==> config.mk <==
export PLATFORM = sky130hd
export DESIGN_NAME = bnn_seq_ctrl
export DESIGN_NICKNAME = d
export VERILOG_FILES = /design/src/rtl/bnn_seq_ctrl.sv
export SDC_FILE = /design/constraint.sdc
export NUM_CORES = 1
export LEC_CHECK = 0
export BUFFER_PORTS_ARGS = -buffer_cell sky130_fd_sc_hd__buf_2
export CELL_PAD_IN_SITES_DETAIL_PLACEMENT = 1
export CELL_PAD_IN_SITES_GLOBAL_PLACEMENT = 2
export CORE_AREA = 5 5 89 91
export DETAILED_ROUTE_END_ITERATION = 16
export DIE_AREA = 0 0 94 96
export PLACE_DENSITY_LB_ADDON = 0.12
export SYNTH_ARGS = -nofsm -noshare
export SYNTH_HDL_FRONTEND = slang
export SYNTH_SLANG_ARGS = --single-unit
==> constraint.sdc <==
create_clock -name clk_in -period 2.4 [get_ports clk_in]
set_input_delay 0.36 -clock clk_in [delete_from_list [all_inputs] [get_ports clk_in]]
set_output_delay 0.36 -clock clk_in [all_outputs]
set_load 0.02 [all_outputs]
==> src/rtl/bnn_seq_ctrl.sv <==
// bnn_seq_ctrl: sequences one binary-NN layer pass through a systolic array.
// Each pass loads O_CH weight rows contiguously, clears the array psums,
// streams ACT_LEN activations, waits DRAIN_CYC cycles for the psums to
// settle, then pops O_CH row results out through a one-entry output register.
//
// Optional feature macro: BNN_SEQ_WEIGHT_REUSE_EN (adds reuse_w_in, which
// lets a pass skip the weight load when a complete load is already resident).
//
// Ports:
//   clk_in, rst_in                 clock, asynchronous active-low reset
//   start_in / busy_out            pass request / pass in progress
//   done_out                       one-cycle pulse at the end of a pass
//   err_out                        sticky: weight stream broke mid-load
//   w_valid_in/w_ready_out/w_data_in   weight stream (9 bit)
//   a_valid_in/a_ready_out/a_data_in   activation stream (9 bit)
//   arr_data_out, arr_load_weight_out, arr_in_valid_out, arr_pop_out,
//   arr_rst_n_out, arr_sum_in      systolic array control and row result
//   res_valid_out/res_ready_in/res_data_out   row result stream
module bnn_seq_ctrl #(
    parameter int unsigned O_CH           = 64,
    parameter int unsigned OUT_ROW_LENGTH = 4,
    parameter int unsigned ACT_LEN        = 36,
    parameter int unsigned DRAIN_CYC      = 64
) (
    input  logic                      clk_in,
    input  logic                      rst_in,
    input  logic                      start_in,
`ifdef BNN_SEQ_WEIGHT_REUSE_EN
    input  logic                      reuse_w_in,
`endif
    output logic                      busy_out,
    output logic                      done_out,
    output logic                      err_out,
    input  logic                      w_valid_in,
    output logic                      w_ready_out,
    input  logic [8:0]                w_data_in,
    input  logic                      a_valid_in,
    output logic                      a_ready_out,
    input  logic [8:0]                a_data_in,
    output logic [8:0]                arr_data_out,
    output logic                      arr_load_weight_out,
    output logic                      arr_in_valid_out,
    output logic                      arr_pop_out,
    output logic                      arr_rst_n_out,
    input  logic [OUT_ROW_LENGTH-1:0] arr_sum_in,
    output logic                      res_valid_out,
    input  logic                      res_ready_in,
    output logic [OUT_ROW_LENGTH-1:0] res_data_out
);

    localparam int unsigned CH_W  = $clog2(O_CH + 1);
    localparam int unsigned ACT_W = $clog2(ACT_LEN + 1);
    localparam int unsigned DR_W  = $clog2(DRAIN_CYC + 1);

    typedef enum logic [2:0] {
        S_IDLE,
        S_LOADW,
        S_CLR,
        S_STREAM,
        S_DRAIN,
        S_POP,
        S_DONE
    } state_t;

    state_t            state, state_nxt;
    logic [CH_W-1:0]   w_cnt;
    logic [ACT_W-1:0]  a_cnt;
    logic [DR_W-1:0]   d_cnt;
    logic [CH_W-1:0]   pop_idx;
    logic [CH_W-1:0]   cap;
    logic              clr_c;
    logic              err_set_c;
    logic              w_done_c;
    logic              can_take_c;
    logic              capture_c;
    logic              reuse_ok_c;

`ifdef BNN_SEQ_WEIGHT_REUSE_EN
    logic w_loaded;

    // Weights stay resident in the array until an aborted load overwrites part of them.
    always_ff @(posedge clk_in or negedge rst_in) begin
        if (!rst_in) begin
            w_loaded <= 1'b0;
        end else if (w_done_c) begin
            w_loaded <= 1'b1;
        end else if (err_set_c) begin
            w_loaded <= 1'b0;
        end
    end

    assign reuse_ok_c = reuse_w_in && w_loaded;
`else
    assign reuse_ok_c = 1'b0;
`endif

    // Output register may accept a new row when empty or being drained this cycle.
    assign can_take_c = !res_valid_out || res_ready_in;
    // The array replays from row 0 after any pop gap; only the next unseen row is kept.
    assign capture_c  = arr_pop_out && (pop_idx == cap);

    // State register.
    always_ff @(posedge clk_in or negedge rst_in) begin
        if (!rst_in) begin
            state <= S_IDLE;
        end else begin
            state <= state_nxt;
        end
    end

    // Next-state and array/stream control.
    always_comb begin
        state_nxt           = state;
        busy_out            = 1'b1;
        w_ready_out         = 1'b0;
        a_ready_out         = 1'b0;
        arr_data_out        = '0;
        arr_load_weight_out = 1'b0;
        arr_in_valid_out    = 1'b0;
        arr_pop_out         = 1'b0;
        clr_c               = 1'b0;
        err_set_c           = 1'b0;
        w_done_c            = 1'b0;
        case (state)
            S_IDLE: begin
                busy_out = 1'b0;
                if (start_in) begin
                    state_nxt = reuse_ok_c ? S_CLR : S_LOADW;
                end
            end
            S_LOADW: begin
                w_ready_out         = 1'b1;
                arr_data_out        = w_data_in;
                arr_load_weight_out = w_valid_in;
                if (w_valid_in) begin
                    if (w_cnt == CH_W'(O_CH - 1)) begin
                        w_done_c  = 1'b1;
                        state_nxt = S_CLR;
                    end
                end else if (w_cnt != '0) begin
                    // A gap restarts the array weight index, so the partial load is useless.
                    err_set_c = 1'b1;
                    state_nxt = S_IDLE;
                end
            end
            S_CLR: begin
                clr_c     = 1'b1;
                state_nxt = S_STREAM;
            end
            S_STREAM: begin
                a_ready_out      = 1'b1;
                arr_in_valid_out = a_valid_in;
                arr_data_out     = a_data_in;
                if (a_valid_in && (a_cnt == ACT_W'(ACT_LEN - 1))) begin
                    state_nxt = S_DRAIN;
                end
            end
            S_DRAIN: begin
                if (d_cnt == DR_W'(DRAIN_CYC - 1)) begin
                    state_nxt = S_POP;
                end
            end
            S_POP: begin
                arr_pop_out = can_take_c && (cap < CH_W'(O_CH));
                if ((cap == CH_W'(O_CH)) && !res_valid_out) begin
                    state_nxt = S_DONE;
                end
            end
            S_DONE: begin
                state_nxt = S_IDLE;
            end
            default: begin
                state_nxt = S_IDLE;
            end
        endcase
    end

    assign done_out      = (state == S_DONE);
    // Psum clear is also held while this block is in reset.
    assign arr_rst_n_out = rst_in && !clr_c;

    // Phase counters; each runs only in its own state and rests at zero otherwise.
    always_ff @(posedge clk_in or negedge rst_in) begin
        if (!rst_in) begin
            w_cnt   <= '0;
            a_cnt   <= '0;
            d_cnt   <= '0;
            pop_idx <= '0;
            cap     <= '0;
        end else begin
            if (state != S_LOADW) begin
                w_cnt <= '0;
            end else if (w_valid_in) begin
                w_cnt <= w_cnt + CH_W'(1);
            end

            if (state != S_STREAM) begin
                a_cnt <= '0;
            end else if (a_valid_in) begin
                a_cnt <= a_cnt + ACT_W'(1);
            end

            if (state != S_DRAIN) begin
                d_cnt <= '0;
            end else begin
                d_cnt <= d_cnt + DR_W'(1);
            end

            // Mirrors the array's pop index, which resets whenever pop drops.
            if (arr_pop_out) begin
                pop_idx <= pop_idx + CH_W'(1);
            end else begin
                pop_idx <= '0;
            end

            if (state != S_POP) begin
                cap <= '0;
            end else if (capture_c) begin
                cap <= cap + CH_W'(1);
            end
        end
    end

    // One-entry result register and sticky error flag.
    always_ff @(posedge clk_in or negedge rst_in) begin
        if (!rst_in) begin
            res_valid_out <= 1'b0;
            res_data_out  <= '0;
            err_out       <= 1'b0;
        end else begin
            if (capture_c) begin
                res_valid_out <= 1'b1;
                res_data_out  <= arr_sum_in;
            end else if (res_ready_in) begin
                res_valid_out <= 1'b0;
            end

            if (err_set_c) begin
                err_out <= 1'b1;
            end
        end
    end

endmodule

==> impl_metrics.yaml <==
run_status:
  status: "complete, no violations"
grt:
  grt_first_pass_wirelength_um: 9310
  globalRouteOverflowTotal: 0
  grt.total_usage_pct: 13.0
  antenna_found_initial: 0
  grt_max_degree: 44
  grt_pass1_vias: 1969
clock_tree:
  postCtsSetupBuffers: 0
  clockRootBuffer: "clkbuf_8"
  clock_path_buffers: 2
  cts_buffers: 5
  cts_sinks: 43
  clock_latency_ns: 0.30
  cts_tree: "built"
  clk_pin_slew_ns: 0.09
  cts_max_level: 2
finish:
  mostFrequentLayoutCells: "buf_2 (50), dfrtp_1 (43), nor2_1 (27)"
  final_util_pct: 38.6
  final_area_sq_mm: 0.00273
  seqCellArea_sq_mm: 0.00108
  layout_commonest_cell: "buf_2"
  num-nets-final: 313
  area_delta_synth_final_pct: 21.4
  drive_above_1_share_pct: 26.2
  n_antenna_cell: 0
  fill_cells: 854
  fin_cells: 378
  multi_input_area_sq_mm: 0.00108
detailed_routing:
  num_vias: 1834
  drt_pass1_iterations: 4
  drt_iter0_drc: 30
  drc: 0
  routed_wl_um: 5370
  antenna_left: 0
  wl_per_cell_um: 14.2
  vias_per_cell: 4.85
critical_path:
  cp_max_fo: 3
  crit_chain: "ha_1 -> nand2_1 -> nor4_1 -> o22ai_1 -> nor3_1 -> mux2_2"
  critPathRequiredTime_ns: 2.58
  cp-end-kind: "register"
  path_buf_inv: 0
  setup.worst_path.class: "register to register"
  arrival_ns: 2.41
  crit_start: "a_cnt[0]$_DFFE_PN0P_"
  critPathLaunchType: "register"
  crit_family: "simple AND/OR/NAND/NOR gates"
  cp_slowest_cell: "nor4_1"
  slowest_delay_ns: 0.52
  r2r-start: "a_cnt[0]$_DFFE_PN0P_"
power:
  peakVddDrop_mv: 0.319
  p_leak_nw: 1.32
  powerDensity_mw_per_mm2: 740
place:
  hpwlAfterDp_um: 4000
  port_buffers: 50
  gp_congestion: 0.686
  dpl_cell_area_sq_mm: 0.00262
  dp.cells: 370
sta:
  finalWorstPathRequiredPeriod_ns: 2.23
  fin_tns_setup_ns: 0
  grt_setup_unrepaired: "no"
  worst_pin_slew_ns: 0.590
  slew_viol_final: 0
  relSlewSlack_pct: 60.3
  skew_ns: 0.00921
  timing.final.crit_share_pct: 92.8
  fmax_mhz: 449
  hold_viol: 0
  setup_viol: 0
yosys:
  ys_types: 40
  syn_avg_cell_area_sq_um: 10.0
  synth_area_sq_mm: 0.00225
  synthFlopType: "dfrtp_1"
  synth-edff-count: 0
  async_flop_share_pct: 100
  synth_warnings: 0
  syn_nets: 259
  synthCells: 224
  ys_seq_area_share_pct: 47.9
  ys_ff_latch: 43
floorplan:
  die_w_um: 94
  io_pins: 51
  die_height_um: 96
  initial_core_util_pct: 31.8
  row_count: 31
  core_area_sq_mm: 0.00706
  die_area_sq_mm: 0.00902
flow_run:
  drv_cap: 0
hold_path:
  min_path_type: "input port to async pin"
-- repair_timing --
item | CTS | global route
resized for setup | 0 | 1
setup endpoints to repair | 0 | 10
hold buffers | 0 | 0
-- worst paths after layout --
path,slack (ns),depth (start not counted),endpoint
worst max-delay path,0.17,6,state[0]$_DFFE_PN0P_
worst min-delay path,0.20,2,res_data_out[0]$_DFFE_PN0P_
worst max register to register,0.17,6,state[0]$_DFFE_PN0P_
worst min register to register,0.48,1,err_out$_DFFE_PN0P_
max in group asynchronous,1.82,2,state[1]$_DFFE_PN0P_
min in group clk_in,0.28,2,res_data_out[2]$_DFFE_PN0P_
-- logic make-up after synthesis --
| family | after synthesis | share of synthesized area, % |
|---|---|---|
| muxes | 7 | 3.40 |
| buffers and inverters | 20 | 3.90 |
| adders and majority gates | 7 | 3.90 |
| and+or+nand+nor | 89 | 21.4 |
| DFF | 43 | 47.9 |
| xor gates and xnor gates | 23 | 8.97 |
| AOI/OAI and AO/OA | 35 | 10.5 |
-- state kept, by name, summed over array words and instances (netlist names) --
name,cells
a_cnt,6
cap,7
d_cnt,7
err_out,1
pop_idx,7
res_data_out,4
res_valid_out,1
state,3
w_cnt,7
-- synthesized netlist by cell type, types with 2 or more instances --
cell | instances | area (sq um)
ha_1 | 7 | 87.6
nand3b_1 | 2 | 15.0
or3_1 | 9 | 56.3
nand2b_1 | 2 | 12.5
nor4_1 | 4 | 25.0
o21ai_0 | 8 | 40.0
nor2_1 | 27 | 101
xnor2_1 | 6 | 52.6
mux2_2 | 4 | 45.0
a21o_1 | 2 | 15.0
mux2i_1 | 2 | 20.0
dfrtp_1 | 43 | 1080
a22o_1 | 10 | 87.6
nand3_1 | 13 | 65.1
and3_1 | 3 | 18.8
inv_1 | 11 | 41.3
nand2_1 | 10 | 37.5
xor2_1 | 17 | 149
nor3_1 | 4 | 20.0
and2_1 | 4 | 25.0
nand4_1 | 4 | 25.0
a21oi_1 | 8 | 40.0
clkbuf_1 | 7 | 26.3
-- layout make-up --
| class | instances | share of cell area [%] |
|---|---|---|
| timing repair buffer | 55 | 10.6 |
| sequential | 43 | 39.4 |
| clock buffer | 7 | 3.53 |
| multi-input combinational | 161 | 39.7 |
| inverter | 12 | 1.97 |
| tap | 99 | 4.54 |
| clock inverter | 1 | 0.275 |
-- report_power, final --
part / switching (mW) / leakage, nW / internal (mW)
clock network: 0.256 / 0.0505 / 0.262
registers: 0.0416 / 0.593 / 0.765
logic: 0.424 / 0.675 / 0.270
-- routing by layer --
| layer | GRT usage (%) | routed length (um) | up-vias |
|---|---|---|---|
| li1 | - | - | 886 |
| met1 | 16.3 | 2550 | 893 |
| met2 | 21.5 | 2380 | 50 |
| met3 | 4.14 | 371 | 5 |
| met4 | 3.97 | 65 | 0 |
| met5 | 0 | 0 | - |
-- metrics by stage --
| step | setup WS, ns | power [mW] | hold WS (ns) |
|---|---|---|---|
| after floorplan | 0.129 | 1.27 | 0.0644 |
| after global placement | 0.166 | 1.52 | 0.440 |
| after detailed placement | 0.165 | 1.53 | 0.460 |
| after CTS | 0.0675 | 2.06 | 0.234 |
| after global routing | 0.0266 | 2.17 | 0.255 |
| final | 0.172 | 2.02 | 0.203 |
Note: power is estimated with default switching activity, not from simulation.
